--- config.mk ---
export PLATFORM = sky130hd
export DESIGN_NAME = axis_arb_mux_2x1
export DESIGN_NICKNAME = d
export VERILOG_FILES = /design/src/rtl/axis_arb_mux_2x1.sv
export SDC_FILE = /design/constraint.sdc
export NUM_CORES = 1
export LEC_CHECK = 0
export ABC_CLOCK_PERIOD_IN_PS = 3800
export CORE_ASPECT_RATIO = 0.5
export CORE_MARGIN = 10
export CORE_UTILIZATION = 47
export CTS_CLUSTER_SIZE = 16
export DETAILED_ROUTE_END_ITERATION = 10
export PLACE_DENSITY = 0.88
export SLEW_MARGIN = 20
export SYNTH_ARGS = -nofsm -noshare
export SYNTH_HDL_FRONTEND = slang
export SYNTH_SLANG_ARGS = --single-unit
--- constraint.sdc ---
create_clock -name aclk -period 3.8 [get_ports aclk]
set_input_delay 0.95 -clock aclk [delete_from_list [all_inputs] [get_ports aclk]]
set_output_delay 0.95 -clock aclk [all_outputs]
set_load 0.02 [all_outputs]
--- src/rtl/axis_arb_mux_2x1.sv ---
// axis_arb_mux_2x1: 2:1 AXI4-Stream merge with round-robin arbitration and a
// registered 2-entry skid buffer on the master side.
//
// Ports
//   aclk            clock
//   areset          synchronous reset, active-high
//   s0_axis_*       slave port 0 (tdata/tvalid/tready/tuser/tlast/tstrb/tkeep/tdest)
//   s1_axis_*       slave port 1 (same set)
//   m0_axis_*       merged master stream (tdata/tvalid/tready/tuser/tlast/tstrb/tkeep/tdest)
//   m0_axis_tid     source index of the beat on m0 (0 = s0, 1 = s1)
//
// Optional feature
//   AXIS_ARB_PKT_LOCK_EN  when defined, a granted source keeps the output until
//                         its tlast beat is accepted (LOCK0/LOCK1 states). When
//                         undefined, arbitration happens on every accepted beat
//                         and tlast is only passed through.
//
// Timing
//   Every m0 output comes straight from the skid head register, so there is no
//   combinational path from any slave input to m0. Slave tready is built from a
//   registered "not full" flag, so m0_axis_tready never reaches s*_axis_tready
//   combinationally. A beat accepted in cycle N is presented on m0 in cycle N+1.
module axis_arb_mux_2x1 #(
  parameter int unsigned DATAW = 24
) (
  input  logic               aclk,
  input  logic               areset,

  input  logic [DATAW-1:0]   s0_axis_tdata,
  input  logic               s0_axis_tvalid,
  output logic               s0_axis_tready,
  input  logic               s0_axis_tuser,
  input  logic               s0_axis_tlast,
  input  logic [DATAW/8-1:0] s0_axis_tstrb,
  input  logic [DATAW/8-1:0] s0_axis_tkeep,
  input  logic               s0_axis_tdest,

  input  logic [DATAW-1:0]   s1_axis_tdata,
  input  logic               s1_axis_tvalid,
  output logic               s1_axis_tready,
  input  logic               s1_axis_tuser,
  input  logic               s1_axis_tlast,
  input  logic [DATAW/8-1:0] s1_axis_tstrb,
  input  logic [DATAW/8-1:0] s1_axis_tkeep,
  input  logic               s1_axis_tdest,

  output logic [DATAW-1:0]   m0_axis_tdata,
  output logic               m0_axis_tvalid,
  input  logic               m0_axis_tready,
  output logic               m0_axis_tuser,
  output logic               m0_axis_tlast,
  output logic [DATAW/8-1:0] m0_axis_tstrb,
  output logic [DATAW/8-1:0] m0_axis_tkeep,
  output logic               m0_axis_tdest,
  output logic               m0_axis_tid
);

  localparam int unsigned StrbW = DATAW / 8;

  typedef struct packed {
    logic [DATAW-1:0] data;
    logic             user;
    logic             last;
    logic [StrbW-1:0] strb;
    logic [StrbW-1:0] keep;
    logic             dest;
    logic             tid;
  } beat_t;

  // ---------------------------------------------------------------------------
  // Arbitration
  // ---------------------------------------------------------------------------
  logic rr_q, rr_d;          // index of the source that won last; ties go to !rr
  logic idle_gnt_vld;
  logic idle_gnt_idx;
  logic gnt_vld;
  logic gnt_idx;
  logic ready_q, ready_d;    // registered "skid not full"
  logic accept;
  logic sel_last;

  // Grant used when no packet is in flight.
  always_comb begin
    idle_gnt_vld = s0_axis_tvalid | s1_axis_tvalid;
    idle_gnt_idx = 1'b0;
    if (s0_axis_tvalid && s1_axis_tvalid) begin
      idle_gnt_idx = ~rr_q;
    end else if (s1_axis_tvalid) begin
      idle_gnt_idx = 1'b1;
    end
  end

`ifdef AXIS_ARB_PKT_LOCK_EN
  typedef enum logic [1:0] {StIdle, StLock0, StLock1} arb_state_e;

  arb_state_e state_q, state_d;

  // While locked the grant is held even if the source drops tvalid mid-packet.
  always_comb begin
    gnt_vld = idle_gnt_vld;
    gnt_idx = idle_gnt_idx;
    unique case (state_q)
      StLock0: begin
        gnt_vld = 1'b1;
        gnt_idx = 1'b0;
      end
      StLock1: begin
        gnt_vld = 1'b1;
        gnt_idx = 1'b1;
      end
      default: ;
    endcase
  end

  always_comb begin
    state_d = state_q;
    rr_d    = rr_q;
    if (accept) begin
      if (sel_last) begin
        state_d = StIdle;
        rr_d    = gnt_idx;
      end else begin
        state_d = gnt_idx ? StLock1 : StLock0;
      end
    end
  end

  always_ff @(posedge aclk) begin
    if (areset) begin
      state_q <= StIdle;
    end else begin
      state_q <= state_d;
    end
  end
`else
  assign gnt_vld = idle_gnt_vld;
  assign gnt_idx = idle_gnt_idx;

  // Re-arbitrate on every accepted beat.
  always_comb begin
    rr_d = rr_q;
    if (accept) begin
      rr_d = gnt_idx;
    end
  end
`endif

  always_ff @(posedge aclk) begin
    if (areset) begin
      rr_q <= 1'b1;
    end else begin
      rr_q <= rr_d;
    end
  end

  // areset gating keeps both readies low during the reset cycle itself, when
  // ready_q may still hold its pre-reset value.
  assign s0_axis_tready = ~areset & ready_q & gnt_vld & ~gnt_idx;
  assign s1_axis_tready = ~areset & ready_q & gnt_vld &  gnt_idx;

  assign accept   = gnt_idx ? (s1_axis_tvalid & s1_axis_tready)
                            : (s0_axis_tvalid & s0_axis_tready);
  assign sel_last = gnt_idx ? s1_axis_tlast : s0_axis_tlast;

  // ---------------------------------------------------------------------------
  // Input beat selection
  // ---------------------------------------------------------------------------
  beat_t in_beat;

  always_comb begin
    if (gnt_idx) begin
      in_beat.data = s1_axis_tdata;
      in_beat.user = s1_axis_tuser;
      in_beat.last = s1_axis_tlast;
      in_beat.strb = s1_axis_tstrb;
      in_beat.keep = s1_axis_tkeep;
      in_beat.dest = s1_axis_tdest;
    end else begin
      in_beat.data = s0_axis_tdata;
      in_beat.user = s0_axis_tuser;
      in_beat.last = s0_axis_tlast;
      in_beat.strb = s0_axis_tstrb;
      in_beat.keep = s0_axis_tkeep;
      in_beat.dest = s0_axis_tdest;
    end
    in_beat.tid = gnt_idx;
  end

  // ---------------------------------------------------------------------------
  // 2-entry skid buffer; ent0 is the head and drives m0 directly
  // ---------------------------------------------------------------------------
  beat_t      ent0_q, ent0_d;
  beat_t      ent1_q, ent1_d;
  logic [1:0] cnt_q, cnt_d;
  logic       push;
  logic       pop;

  assign push = accept;
  assign pop  = (cnt_q != 2'd0) & m0_axis_tready;

  always_comb begin
    ent0_d = ent0_q;
    ent1_d = ent1_q;
    cnt_d  = cnt_q;
    unique case ({push, pop})
      2'b10: begin
        if (cnt_q == 2'd0) begin
          ent0_d = in_beat;
        end else begin
          ent1_d = in_beat;
        end
        cnt_d = cnt_q + 2'd1;
      end
      2'b01: begin
        ent0_d = ent1_q;
        cnt_d  = cnt_q - 2'd1;
      end
      // Only reachable with one entry held: ready is low when full.
      2'b11: begin
        ent0_d = in_beat;
      end
      default: ;
    endcase
  end

  // Ready for the next cycle is "not full" of the next occupancy, so it stays
  // low for one cycle after reset and never depends on m0_axis_tready
  // combinationally.
  assign ready_d = (cnt_d != 2'd2);

  always_ff @(posedge aclk) begin
    if (areset) begin
      ent0_q  <= '0;
      ent1_q  <= '0;
      cnt_q   <= 2'd0;
      ready_q <= 1'b0;
    end else begin
      ent0_q  <= ent0_d;
      ent1_q  <= ent1_d;
      cnt_q   <= cnt_d;
      ready_q <= ready_d;
    end
  end

  assign m0_axis_tvalid = (cnt_q != 2'd0);
  assign m0_axis_tdata  = ent0_q.data;
  assign m0_axis_tuser  = ent0_q.user;
  assign m0_axis_tlast  = ent0_q.last;
  assign m0_axis_tstrb  = ent0_q.strb;
  assign m0_axis_tkeep  = ent0_q.keep;
  assign m0_axis_tdest  = ent0_q.dest;
  assign m0_axis_tid    = ent0_q.tid;

endmodule

==> results.ini <==
[run_status]
status = completed

[detailed_routing]
detail_route.wl_per_cell_um = 16.37
vias = 2950
first_iter_violations = 178
drc = 0
drt_pass1_iterations = 4
vias_per_cell = 5.383
ant_nets = 0
routed_wirelength_um = 8970

[placement]
placedCellCount = 532
io_buffers = 107
pre_cts_ws_ns = 0.1674
gp_congestion = 0.7545
dp_hpwl_um = 6269

[final_layout]
drive_above_1_share_pct = 13.82
nNetsFinal = 524
final_common_cell = clkdlybuf4s50_1
syn_to_final_growth_pct = 40.39
layout.cells.non_filler = 548
layout_common_cells = clkdlybuf4s50_1 (106), dfxtp_1 (72), nor2_1 (55)
antenna_cells = 0

[synth]
ys_warn_count = 0
avgSynthCellArea_um2 = 9.651
synthMuxAreaShare_pct = 15.15
syn_nets = 429
syn_inst = 356
ys_ff_latch = 72
synth_simple_gate_area_share_pct = 12.49
yosys.area.top_type = dfxtp_1
syn-cell-area_mm2 = 0.003436
seq_area_frac_synth_pct = 41.95
yosys.area_share.xor_xnor_pct = 0.7647
synth_compound_gate_area_share_pct = 23.16
yosysTopAreaCellShare_pct = 41.95
synth_adder_area_share_pct = 0.7283
synth_top_family_by_area = compound AO/OA/AOI/OAI gates
ys_types = 37
synth_area_leaders = dfxtp_1 (42%), mux2i_1 (9.9%), nor2_1 (6.0%), a2111oi_2 (5.2%), mux2_2 (5.2%)

[worst_setup_path]
critical-path-max-stage-delay_ns = 0.61
crit_chain = clkdlybuf4s50_1 > nor2_1 > or2_2 > nor2b_1 > clkdlybuf4s50_1
endpoint = s1_axis_tready
end_kind = output port
crit_arrival_ns = 2.68
cp_max_fo = 4
r2r-end = ent1_q[18]
crit-reg2reg-launch = cnt_q[1]
cp.required_ns = 2.85
reg2reg_slack_ns = 1.62
start_kind = input port
worstSetupPathType = input port to output port
crit_path_top_delay_cell = clkdlybuf4s50_1
r2r_cells = 6
cpMostUsedCell = clkdlybuf4s50_1
crit_path_start = s0_axis_tvalid

[global_routing]
grt_max_degree = 73
antenna_found_initial = 0
grt_pass1_wl_um = 14740
grt_use_total_pct = 15.64
grt.overflow.total = 0
grt_pass1_vias = 3020

[sta]
max_freq_mhz = 275.8
drv_slew = 0
slew_headroom_pct = 43.89
holdWs_ns = 0.4518
worst_slew_pin_slew_ns = 0.8417
rsz0062_at_grt = false
fin_tns_setup_ns = 0
setup-violations-final = 0
hold_viol = 0
worst_slack_ns = 0.1737
fin_skew_ns = 0.003490
fin_crit_ns = 3.626
fin_crit_sh_pct = 95.43

[run]
drv_cap = 0

[die]
initial_utilization_pct = 49.91
io_pins = 108
core_area_mm2 = 0.006884
rows = 21
dieHeight_um = 80.46
dieWidth_um = 140.9
dieArea_mm2 = 0.01134

[clock_network]
cts.path.max_buffers = 2
holdBufCountCts = 0
post_cts_resized = 0
cts_tree = built
clk_pin_slew_ns = 0.05
cts_root_buf = clkbuf_16
post_cts_buffers = 0
cts_max_level = 3
cts.sinks = 72
numCtsBuffers = 9
clkLatencyLatePin_ns = 0.32

[power_and_ir_drop]
power_mw = 2.989
p_leak_nw = 1.693
power_density_mw_per_mm2 = 619.6
ir_drop_v = 0.0003196

[worst_hold_path]
hp-class = flip-flop to flip-flop

[state kept, by name (all words and copies together) (netlist names)]
| name | cells |
|---|---|
| m0_axis_tuser | 1 |
| m0_axis_tkeep | 3 |
| m0_axis_tid | 1 |
| m0_axis_tdest | 1 |
| cnt_q | 2 |
| m0_axis_tdata | 24 |
| rr_q | 1 |
| ent1_q | 34 |
| m0_axis_tstrb | 3 |
| m0_axis_tlast | 1 |
| ready_q | 1 |
[routing by layer]
layer / up-vias / track usage [%] / wire, µm
met4: 0 / 3.996 / 87
met2: 49 / 28.35 / 4610
met1: 1408 / 17.84 / 3894
li1: 1484 / - / -
met3: 9 / 4.580 / 378
met5: - / 0 / 0
[layout make-up]
type,instances,area [µm²]
clock buffers,14,274.0
flip-flops and latches,72,1441
well taps,92,115.1
fillers,539,2061
inverters,5,18.77
clock inverters,2,12.51
multi-input cells,246,1808
repair buffers,117,1154
[synthesized netlist by cell type (all sizes together)]
library cell,n
dfxtp,72
nor2,55
mux2i,34
buf,20
a21oi,19
nand2,19
a211oi,17
nand2b,17
a2111oi,16
a31o,16
mux2,16
o211ai,16
clkbuf,13
inv,3
o21ai,3
a311oi,2
clkinv,2
ha,2
or2,2
xor2,2
a211o,1
a21boi,1
and2,1
and3,1
nor2b,1
nor3,1
o31a,1
o31ai,1
or3,1
xnor2,1
[through the flow]
| step | util, % | cell area, µm² |
|---|---|---|
| after global placement | 65.90 | 4537 |
| after CTS | 70.07 | 4823 |
| final | 70.07 | 4823 |
| after detailed placement | 65.90 | 4537 |
| after global routing | 70.07 | 4823 |
| after floorplan | - | 3436 |
[how the worst min path moves through the flow]
stage	cells after the start	endpoint	slack (ns)	from
2_1_floorplan	2	ent1_q[1]	0.45	ent1_q[1]
3_3_place_gp	2	m0_axis_tstrb[2]	0.44	m0_axis_tstrb[2]
3_5_place_dp	2	m0_axis_tdata[14]	0.45	m0_axis_tdata[14]
4_1_cts	2	m0_axis_tdata[17]	0.46	m0_axis_tdata[17]
5_1_grt	2	m0_axis_tdata[21]	0.47	m0_axis_tdata[21]
6_report	2	m0_axis_tdata[19]	0.45	m0_axis_tdata[19]
[where the power goes]
group	internal, mW	switching, mW	total [mW]
clock network	0.494	0.294	0.788
registers	0.916	0.0865	1.00
logic	0.538	0.660	1.20
[kinds of logic after synthesis]
kind of cell               after synthesis
AOI/OAI and AO/OA                       93
xor gates and xnor gates                 3
muxes                                   50
buffers and inverters                   38
and+or+nand+nor                         98
DFF                                     72
adders and majority gates                2
[worst max-delay path: cells and delay by family]
family | cells | cell delay (ns)
simple gates | 3 | 0.56
buf+inv | 2 | 1.16
(Power assumes the default switching activity.)
